### src/rtl/muldiv_iter.sv
// Iterative RV32M/RV64M multiply/divide unit: radix-2 shift-add multiplier and restoring divider.
// Divider datapath present only when MULDIV_DIV_EN is defined; otherwise divide ops return 0.
`ifndef XLEN
`define XLEN 32
`endif

module muldiv_iter #(
    parameter int XLEN = `XLEN,
    parameter int CNTW = $clog2(XLEN) + 1
) (
    input  logic            i_clk,
    input  logic            i_rst,
    input  logic            i_flush,
    input  logic            i_valid,
    output logic            o_ready,
    input  logic [2:0]      i_op,
    input  logic [XLEN-1:0] i_data_1,
    input  logic [XLEN-1:0] i_data_2,
    output logic            o_valid,
    input  logic            i_res_ready,
    output logic [XLEN-1:0] o_result,
    output logic            o_busy
);

    typedef enum logic [1:0] {IDLE, CALC, DONE} state_t;

    localparam logic [XLEN-1:0] ONES = '1;
    localparam logic [XLEN-1:0] MINN = {1'b1, {(XLEN-1){1'b0}}};

    state_t            state_q;
    logic [2:0]        op_q;
    logic              neg_q;
    logic [CNTW-1:0]   cnt_q;
    logic [XLEN-1:0]   hi_q;
    logic [XLEN-1:0]   lo_q;
    logic [XLEN-1:0]   opb_q;
    logic [XLEN-1:0]   res_q;
    logic              valid_q;
    logic              ready_q;

    // Operand decode at accept time
    logic            s1_en, s2_en, s1, s2, neg_d;
    logic [XLEN-1:0] mag1, mag2;
    logic            special;
    logic [XLEN-1:0] sp_res;

    always_comb begin
        s1_en = (i_op == 3'b001) || (i_op == 3'b010) ||
                (i_op == 3'b100) || (i_op == 3'b110);
        s2_en = (i_op == 3'b001) || (i_op == 3'b100) ||
                (i_op == 3'b110);
        s1    = s1_en & i_data_1[XLEN-1];
        s2    = s2_en & i_data_2[XLEN-1];
        mag1  = s1 ? -i_data_1 : i_data_1;
        mag2  = s2 ? -i_data_2 : i_data_2;
        neg_d = (i_op == 3'b110) ? s1 : (s1 ^ s2);
    end

`ifdef MULDIV_DIV_EN
    logic dz, ovf;
    always_comb begin
        dz      = (i_data_2 == '0);
        ovf     = (i_data_1 == MINN) && (i_data_2 == ONES) && !i_op[0];
        special = i_op[2] && (dz || ovf);
        if (dz)
            sp_res = i_op[1] ? i_data_1 : ONES;
        else
            sp_res = i_op[1] ? '0 : i_data_1;
    end
`else
    always_comb begin
        special = i_op[2];
        sp_res  = '0;
    end
`endif

    // One iteration of the datapath
    logic [XLEN:0]     sum;
    logic [XLEN-1:0]   mhi, mlo;
    logic [XLEN-1:0]   nhi, nlo;
    logic [2*XLEN-1:0] prod, prod_f;
    logic [XLEN-1:0]   fin;

    always_comb begin
        sum    = {1'b0, hi_q} + (lo_q[0] ? {1'b0, opb_q} : '0);
        mhi    = sum[XLEN:1];
        mlo    = {sum[0], lo_q[XLEN-1:1]};
        prod   = {mhi, mlo};
        prod_f = neg_q ? -prod : prod;
        if (op_q[1:0] == 2'b00)
            fin = prod_f[XLEN-1:0];
        else
            fin = prod_f[2*XLEN-1:XLEN];
        nhi = mhi;
        nlo = mlo;
    end

`ifdef MULDIV_DIV_EN
    logic [XLEN:0]   shl, trial;
    logic [XLEN-1:0] dhi, dlo, dval;

    always_comb begin
        shl   = {hi_q, lo_q[XLEN-1]};
        trial = shl - {1'b0, opb_q};
        dhi   = trial[XLEN] ? shl[XLEN-1:0] : trial[XLEN-1:0];
        dlo   = {lo_q[XLEN-2:0], ~trial[XLEN]};
        dval  = op_q[1] ? dhi : dlo;
    end

    logic [XLEN-1:0] nhi_s, nlo_s, fin_s;
    always_comb begin
        nhi_s = op_q[2] ? dhi : nhi;
        nlo_s = op_q[2] ? dlo : nlo;
        fin_s = op_q[2] ? (neg_q ? -dval : dval) : fin;
    end
`else
    logic [XLEN-1:0] nhi_s, nlo_s, fin_s;
    logic            unused_op;
    always_comb begin
        nhi_s = nhi;
        nlo_s = nlo;
        fin_s = fin;
    end
    assign unused_op = op_q[2];
`endif

    always_ff @(posedge i_clk) begin
        if (i_rst) begin
            state_q <= IDLE;
            op_q    <= '0;
            neg_q   <= 1'b0;
            cnt_q   <= '0;
            hi_q    <= '0;
            lo_q    <= '0;
            opb_q   <= '0;
            res_q   <= '0;
            valid_q <= 1'b0;
            ready_q <= 1'b1;
        end else if (i_flush) begin
            state_q <= IDLE;
            cnt_q   <= '0;
            valid_q <= 1'b0;
            ready_q <= 1'b1;
        end else begin
            unique case (state_q)
                IDLE: begin
                    if (i_valid) begin
                        op_q    <= i_op;
                        neg_q   <= neg_d;
                        ready_q <= 1'b0;
                        if (special) begin
                            res_q   <= sp_res;
                            valid_q <= 1'b1;
                            state_q <= DONE;
                        end else begin
                            // Divide: lo=dividend, opb=divisor; multiply: lo=multiplier
                            hi_q    <= '0;
                            lo_q    <= i_op[2] ? mag1 : mag2;
                            opb_q   <= i_op[2] ? mag2 : mag1;
                            cnt_q   <= CNTW'(XLEN);
                            state_q <= CALC;
                        end
                    end
                end
                CALC: begin
                    hi_q  <= nhi_s;
                    lo_q  <= nlo_s;
                    cnt_q <= cnt_q - CNTW'(1);
                    if (cnt_q == CNTW'(1)) begin
                        res_q   <= fin_s;
                        valid_q <= 1'b1;
                        state_q <= DONE;
                    end
                end
                DONE: begin
                    if (i_res_ready) begin
                        valid_q <= 1'b0;
                        ready_q <= 1'b1;
                        state_q <= IDLE;
                    end
                end
                default: begin
                    state_q <= IDLE;
                    valid_q <= 1'b0;
                    ready_q <= 1'b1;
                end
            endcase
        end
    end

    assign o_ready  = ready_q;
    assign o_valid  = valid_q;
    assign o_busy   = ~ready_q;
    assign o_result = res_q;

endmodule
### config.mk
export PLATFORM = sky130hd
export DESIGN_NAME = muldiv_iter
export DESIGN_NICKNAME = d
export VERILOG_FILES = /design/src/rtl/muldiv_iter.sv
export SDC_FILE = /design/constraint.sdc
export NUM_CORES = 1
export LEC_CHECK = 0
export CAP_MARGIN = 20
export CORE_ASPECT_RATIO = 1.1
export CORE_MARGIN = 2
export CORE_UTILIZATION = 40
export DETAILED_ROUTE_END_ITERATION = 10
export PLACE_DENSITY_LB_ADDON = 0.3
export SYNTH_ARGS = -nofsm -noshare
export SYNTH_HDL_FRONTEND = slang
export SYNTH_SLANG_ARGS = --single-unit
### constraint.sdc
create_clock -name i_clk -period 4.4 [get_ports i_clk]
set_clock_uncertainty 0.2 [all_clocks]
set_input_delay 0.88 -clock i_clk [delete_from_list [all_inputs] [get_ports i_clk]]
set_output_delay 0.88 -clock i_clk [all_outputs]
set_load 0.005 [all_outputs]
### Yosys cells after proc, flatten, opt, wreduce, memory -nomap -nowiden

Index checks and enable logic that the tools add are counted.

* bits in latches: 0
* input port bits: 72
* bits in registers: 141
* logic and storage cells: 83
* memories kept: 0
* bits in read-only memories: 0
* bits in writable memories: 0

* multiply operators: 0
* order comparisons: 0
* shifts and indexed selects: 0
* multiplexer cells: 32
* equality and inequality tests: 12
* divide/modulo/power cells: 0
* bitwise gates (word level): 7
* add/sub/neg operators: 5
* reduce and logical (&&, ||, !) cells: 17

Operator list (number)
* 32-bit two-way mux: 11
* 32-bit one-hot mux with 2 select lines: 3
* 64-bit two-way mux: 1
* 32-bit negator: 2
* 64-bit negator: 1
* 32-bit by 32-bit adder with 33-bit output: 1
* 6-bit two-way mux: 2
* 6-bit one-hot mux with 2 select lines: 1
* 3-bit AND reduction: 4
* 4-bit AND reduction: 3
* 2-bit != test (second input constant): 5
* 2-bit two-way mux: 4
* 1-bit two-way mux: 7
* 3-bit == test (second input constant): 2
* 6-bit by 1-bit == test with 1-bit output (second input constant): 1
* 1-bit one-hot mux with 3 select lines: 2
* 2-bit one-hot mux with 3 select lines: 1
* 6-bit by 1-bit subtractor with 6-bit output (second input constant): 1
* 1-bit logical OR: 5
* 5-bit AND reduction: 1
* 2-bit logical NOT: 2
* 1-bit inverter: 4
* 3-bit by 1-bit == test with 1-bit output (second input constant): 1
* 3-bit by 2-bit == test with 1-bit output (second input constant): 1
* other kinds (6): 7

### Longest topological paths before layout

Gate-level depths: netlist of the first run.

* depth in word-level cells: 8
* depth in mapped cells: 15

### Least setup slack after synthesis of the first run

Ideal clock, no wire load.

* path kind: reg2reg
* start point: register lo_q[0]
* end point: register res_q[31] (netlist: o_result[31])
* buffers on the path: 1
* data required time: 4067 ps
* clock period less this slack: 4424 ps
* cell stages (with the launch flop): 15
* arrival time: 4092 ps
* setup slack: -24 ps
* cell sequence: dfxtp_1 -> clkbuf_1 -> and2_1 -> ha_1 -> fa_1 -> a211oi_1 -> nor3_1 -> o311ai_0 -> o211ai_1 -> or3_1 -> or4_1 -> or2_2 -> o41ai_1 -> mux2i_1 -> o211ai_1

* cells in the longest elaborated chain, start to end: 7

Ends and longest elaborated chain
* start, declared: RTL line 35 `logic [XLEN-1:0] lo_q;`
* start signal, assigned: RTL line 158 `lo_q <= i_op[2] ? mag1 : mag2;`
* start signal, assigned: RTL line 167 `lo_q <= nlo_s;`
* 32-bit two-way mux (*): RTL line 85 `sum = {1'b0, hi_q} + (lo_q[0] ? {1'b0, opb_q} : '0);`
* 32-bit by 32-bit adder with 33-bit output (*): RTL line 85
* 64-bit negator: RTL line 89 `prod_f = neg_q ? -prod : prod;`
* 64-bit two-way mux (*): RTL line 89
* 32-bit two-way mux (*): RTL line 90 `if (op_q[1:0] == 2'b00)`
* 32-bit two-way mux (*): RTL line 169 `if (cnt_q == CNTW'(1)) begin`
* 32-bit one-hot mux with 2 select lines (*): RTL line 145 `unique case (state_q)`
* end signal, assigned: RTL line 152 `res_q <= sp_res;`
* end signal, assigned: RTL line 170 `res_q <= fin_s;`
* end, declared: RTL line 37 `logic [XLEN-1:0] res_q;`

Mark *: on every way between the ends. The rest lies on a longest branch, timed or not. The select of a mux whose other input is x is not followed.
A chain may end at the register's enable or synchronous reset.

### Worst setup path in the final report of the first run

Ends and elaborated chain as after synthesis.

==> results of run 1 <==
[sequential cells by signal, summed over array words and instances, names as in the netlist]
| signal | count |
|---|---|
| cnt_q | 6 |
| hi_q | 32 |
| lo_q | 32 |
| o_result | 32 |
| neg_q | 1 |
| opb_q | 32 |
| op_q | 2 |
| o_valid | 1 |
| state_q | 2 |
| o_ready | 1 |
[repair_timing]
item | in CTS | in global routing
gates resized for setup | 3 | 33
gates cloned | 0 | 0
pin swaps | 1 | 10
setup buffers | 1 | 3
endpoints found under the setup margin | 3 | 13
[cells in the final DEF (no fill, tap or decap), types with 38 or more instances in the layout]
| cell | netlist | routed |
|---|---|---|
| nor2_1 | 197 | 195 |
| xnor2_1 | 65 | 65 |
| a21oi_1 | 134 | 133 |
| a211oi_1 | 55 | 53 |
| nand2_1 | 126 | 126 |
| xor2_1 | 61 | 61 |
| nor3_1 | 41 | 38 |
| dfxtp_1 | 141 | 139 |
| o21ai_0 | 86 | 81 |
| and2_1 | 40 | 40 |
| clkdlybuf4s50_1 | 0 | 105 |
| buf_4 | 0 | 84 |
[layer usage]
metal / wire, microns / vias up / part of all wire
met4: 697 / 0 / 0.021
met5: 0 / - / 0
met3: 1697 / 48 / 0.050
met2: 15930 / 299 / 0.47
met1: 15430 / 5286 / 0.46
li1: - / 5452 / -
[how the worst max path moves through the flow]
stage / end / slack [ps]
floorplan: o_result[31] / 80
global placement: o_result[31] / -20
detailed placement: o_result[31] / -130
CTS: o_result[27] / 30
global route: o_result[26] / -30
finish: o_result[31] / 120
[power by group]
part / internal (mW) / switching [mW] / leakage (nW)
Combinational: 0.272 / 0.372 / 3.70
Clock: 0.997 / 0.585 / 0.308
Sequential: 1.31 / 0.0360 / 1.14
[logic make-up after synthesis]
group	after synthesis	synth area share
buf+inv	122	0.04468
flops	141	0.2695
xor+xnor	126	0.1054
compound gates	461	0.2872
mux	4	0.003823
fa+ha+maj	38	0.04611
simple gates	538	0.2433
[final cells by class]
type,count,share of cell area
Tap cell,352,0.03358
Clock buffer,23,0.03645
Sequential cell,141,0.2154
Clock inverter,8,0.01183
Timing Repair Buffer,193,0.1340
Multi-Input combinational cell,1167,0.5596
Inverter,32,0.009159
[critical path: cells and delay by family (launching register included)]
kind / cells / cell delay (ps)
AO/OA/AOI/OAI: 4 / 1100
adder cells (fa/ha/maj): 1 / 350
buffers and inverters: 3 / 520
flip-flops: 1 / 340
multiplexers: 1 / 230
AND/OR/NAND/NOR: 6 / 1400
[per-stage QoR]
stage | total power, mW | hold slack (ps) | instance area [sq um]
after floorplan | 1.764 | 227.3 | 10480
after global placement | 1.994 | 238.1 | 12290
after detailed placement | 1.999 | 244.0 | 12290
after CTS | 3.575 | 251.9 | 12950
after global routing | 3.708 | 274.8 | 13110
final | 3.575 | 253.2 | 13110
==> out/metrics.yaml, run 1 <==
status: "finished clean"
die_w_microns: 158.3
multiInputGateArea_sq_um: 7338
path_max_fanout: 31
num-nets-final: 1662
worstReg2RegStart: "lo_q[0]"
syn_area_sq_um: 10470
syn_avg_cell_area_sq_um: 7.324
start_util: 0.4042
grt_pass1_wl_microns: 53120
routed-via-count: 11090
grt_max_degree: 97
antenna_found_initial: 0
synth_cell_types: 70
r2r_end: "o_result[31]"
clockBufferDepth: 2
critPathMaxStageDelay_ps: 500
syn_inst: 1430
fin_util: 0.5061
cp-start-kind: "flip-flop"
gp_congestion: 0.9534
cts_buffers: 17
required_ps: 4490
die_h_microns: 173.7
groute.layer.met2.usage: 0.3973
clk_pin_slew_ps: 60
drc: 0
drtPass1Iterations: 7
syn_to_final_growth_pct: 25.21
fin_tns_setup_ps: 0
post-route-min-period_ps: 4282
arrival_ps: 4380
ys_seq_area_frac: 0.2695
p_leak_nw: 5.152
post-place-ws_ps: -131.0
cts_sinks: 141
synth.most_common_cell: "nor2_1"
synth-edff-count: 0
rows: 62
relSlewSlack: 0.3563
setup_ws_ps: 118.4
finalWirelength_microns: 33760
synth_area_leaders: "dfxtp_1, nor2_1, a21oi_1"
whs_path_depth: 2
initialDrtViolationCount: 860
crit_path_end_kind: "flip-flop"
synth-async-reset-ratio: 0
dp.cells: 1880
cts-hold-fix-buffers: 0
num_io_pins: 107
finalSetupViolCount: 0
port_buffers: 106
htreeDepth: 4
hold_end: "opb_q[21]"
power.density_nw_per_um2: 272.6
rrSetupSlack_ps: 120
track_usage: 0.2413
path_cells: "buf_12, and2_1, ha_1, o211ai_1, buf_4, nor3_4, nor3_1, buf_4, nor2_1, or3_1, a211o_4, or4_1, o41ai_2, mux2i_1, o211ai_1"
path_class: "flip-flop to flip-flop"
synth_top_area_frac: 0.2695
period_share: 0.9731
hp-start: "opb_q[21]"
diodes: 0
startpoint: "lo_q[0]"
tightest_slew_ps: 965.5
maxCapViolations: 0
irDropWorstVdd_mv: 0.2149
hp-class: "flip-flop to flip-flop"
hold_violations: 0
ys_seq_elements: 141
cts_tree: "done"
r2r_cells: 15
synth_common_cells: "nor2_1, dfxtp_1, a21oi_1"
syn-num-nets: 1540
top_usage_layer: "met2"
drv_slew: 0
root_buffer: "clkbuf_16"
slowest_stage: "or4_1"
met3_usage: 0.03575
drtAntennaViolNets: 0
yosys.area.top_type: "dfxtp_1"
regArea_sq_um: 2825
drt-wirelength-per-cell_microns: 17.62
fillers: 2585
hpwl_microns: 25490
dieArea_sq_um: 27500
insertion_delay_ps: 430
drive_gt1_frac: 0.1087
grt_use_met1: 0.3292
viasPerCell: 5.785
stdcell_count: 1916
first_global_vias: 10270
synthFlopType: "dfxtp_1"
gr-total-overflow: 0
core-area_sq_um: 25910
yosysWarnings: 0
fmax_ghz: 0.2336
Power figures use the tool's default switching activity.
==> run 2: changes to the inputs <==
--- a/config.mk
+++ b/config.mk
@@ -9,6 +9,7 @@
 export CORE_ASPECT_RATIO = 1.1
 export CORE_MARGIN = 2
 export CORE_UTILIZATION = 40
+export CTS_CLUSTER_SIZE = 25
 export DETAILED_ROUTE_END_ITERATION = 10
 export PLACE_DENSITY_LB_ADDON = 0.3
 export SYNTH_ARGS = -nofsm -noshare
==> results of run 2 <==
Final layout, timing and power as in run 1 (identical DEF).
==> run 3: changes to the inputs <==
--- a/config.mk
+++ b/config.mk
@@ -11,6 +11,7 @@
 export CORE_UTILIZATION = 40
 export CTS_CLUSTER_SIZE = 25
 export DETAILED_ROUTE_END_ITERATION = 10
+export GPL_TIMING_DRIVEN = 1
 export PLACE_DENSITY_LB_ADDON = 0.3
 export SYNTH_ARGS = -nofsm -noshare
 export SYNTH_HDL_FRONTEND = slang
==> results of run 3 <==
Final layout, timing and power as in run 1 (identical DEF).
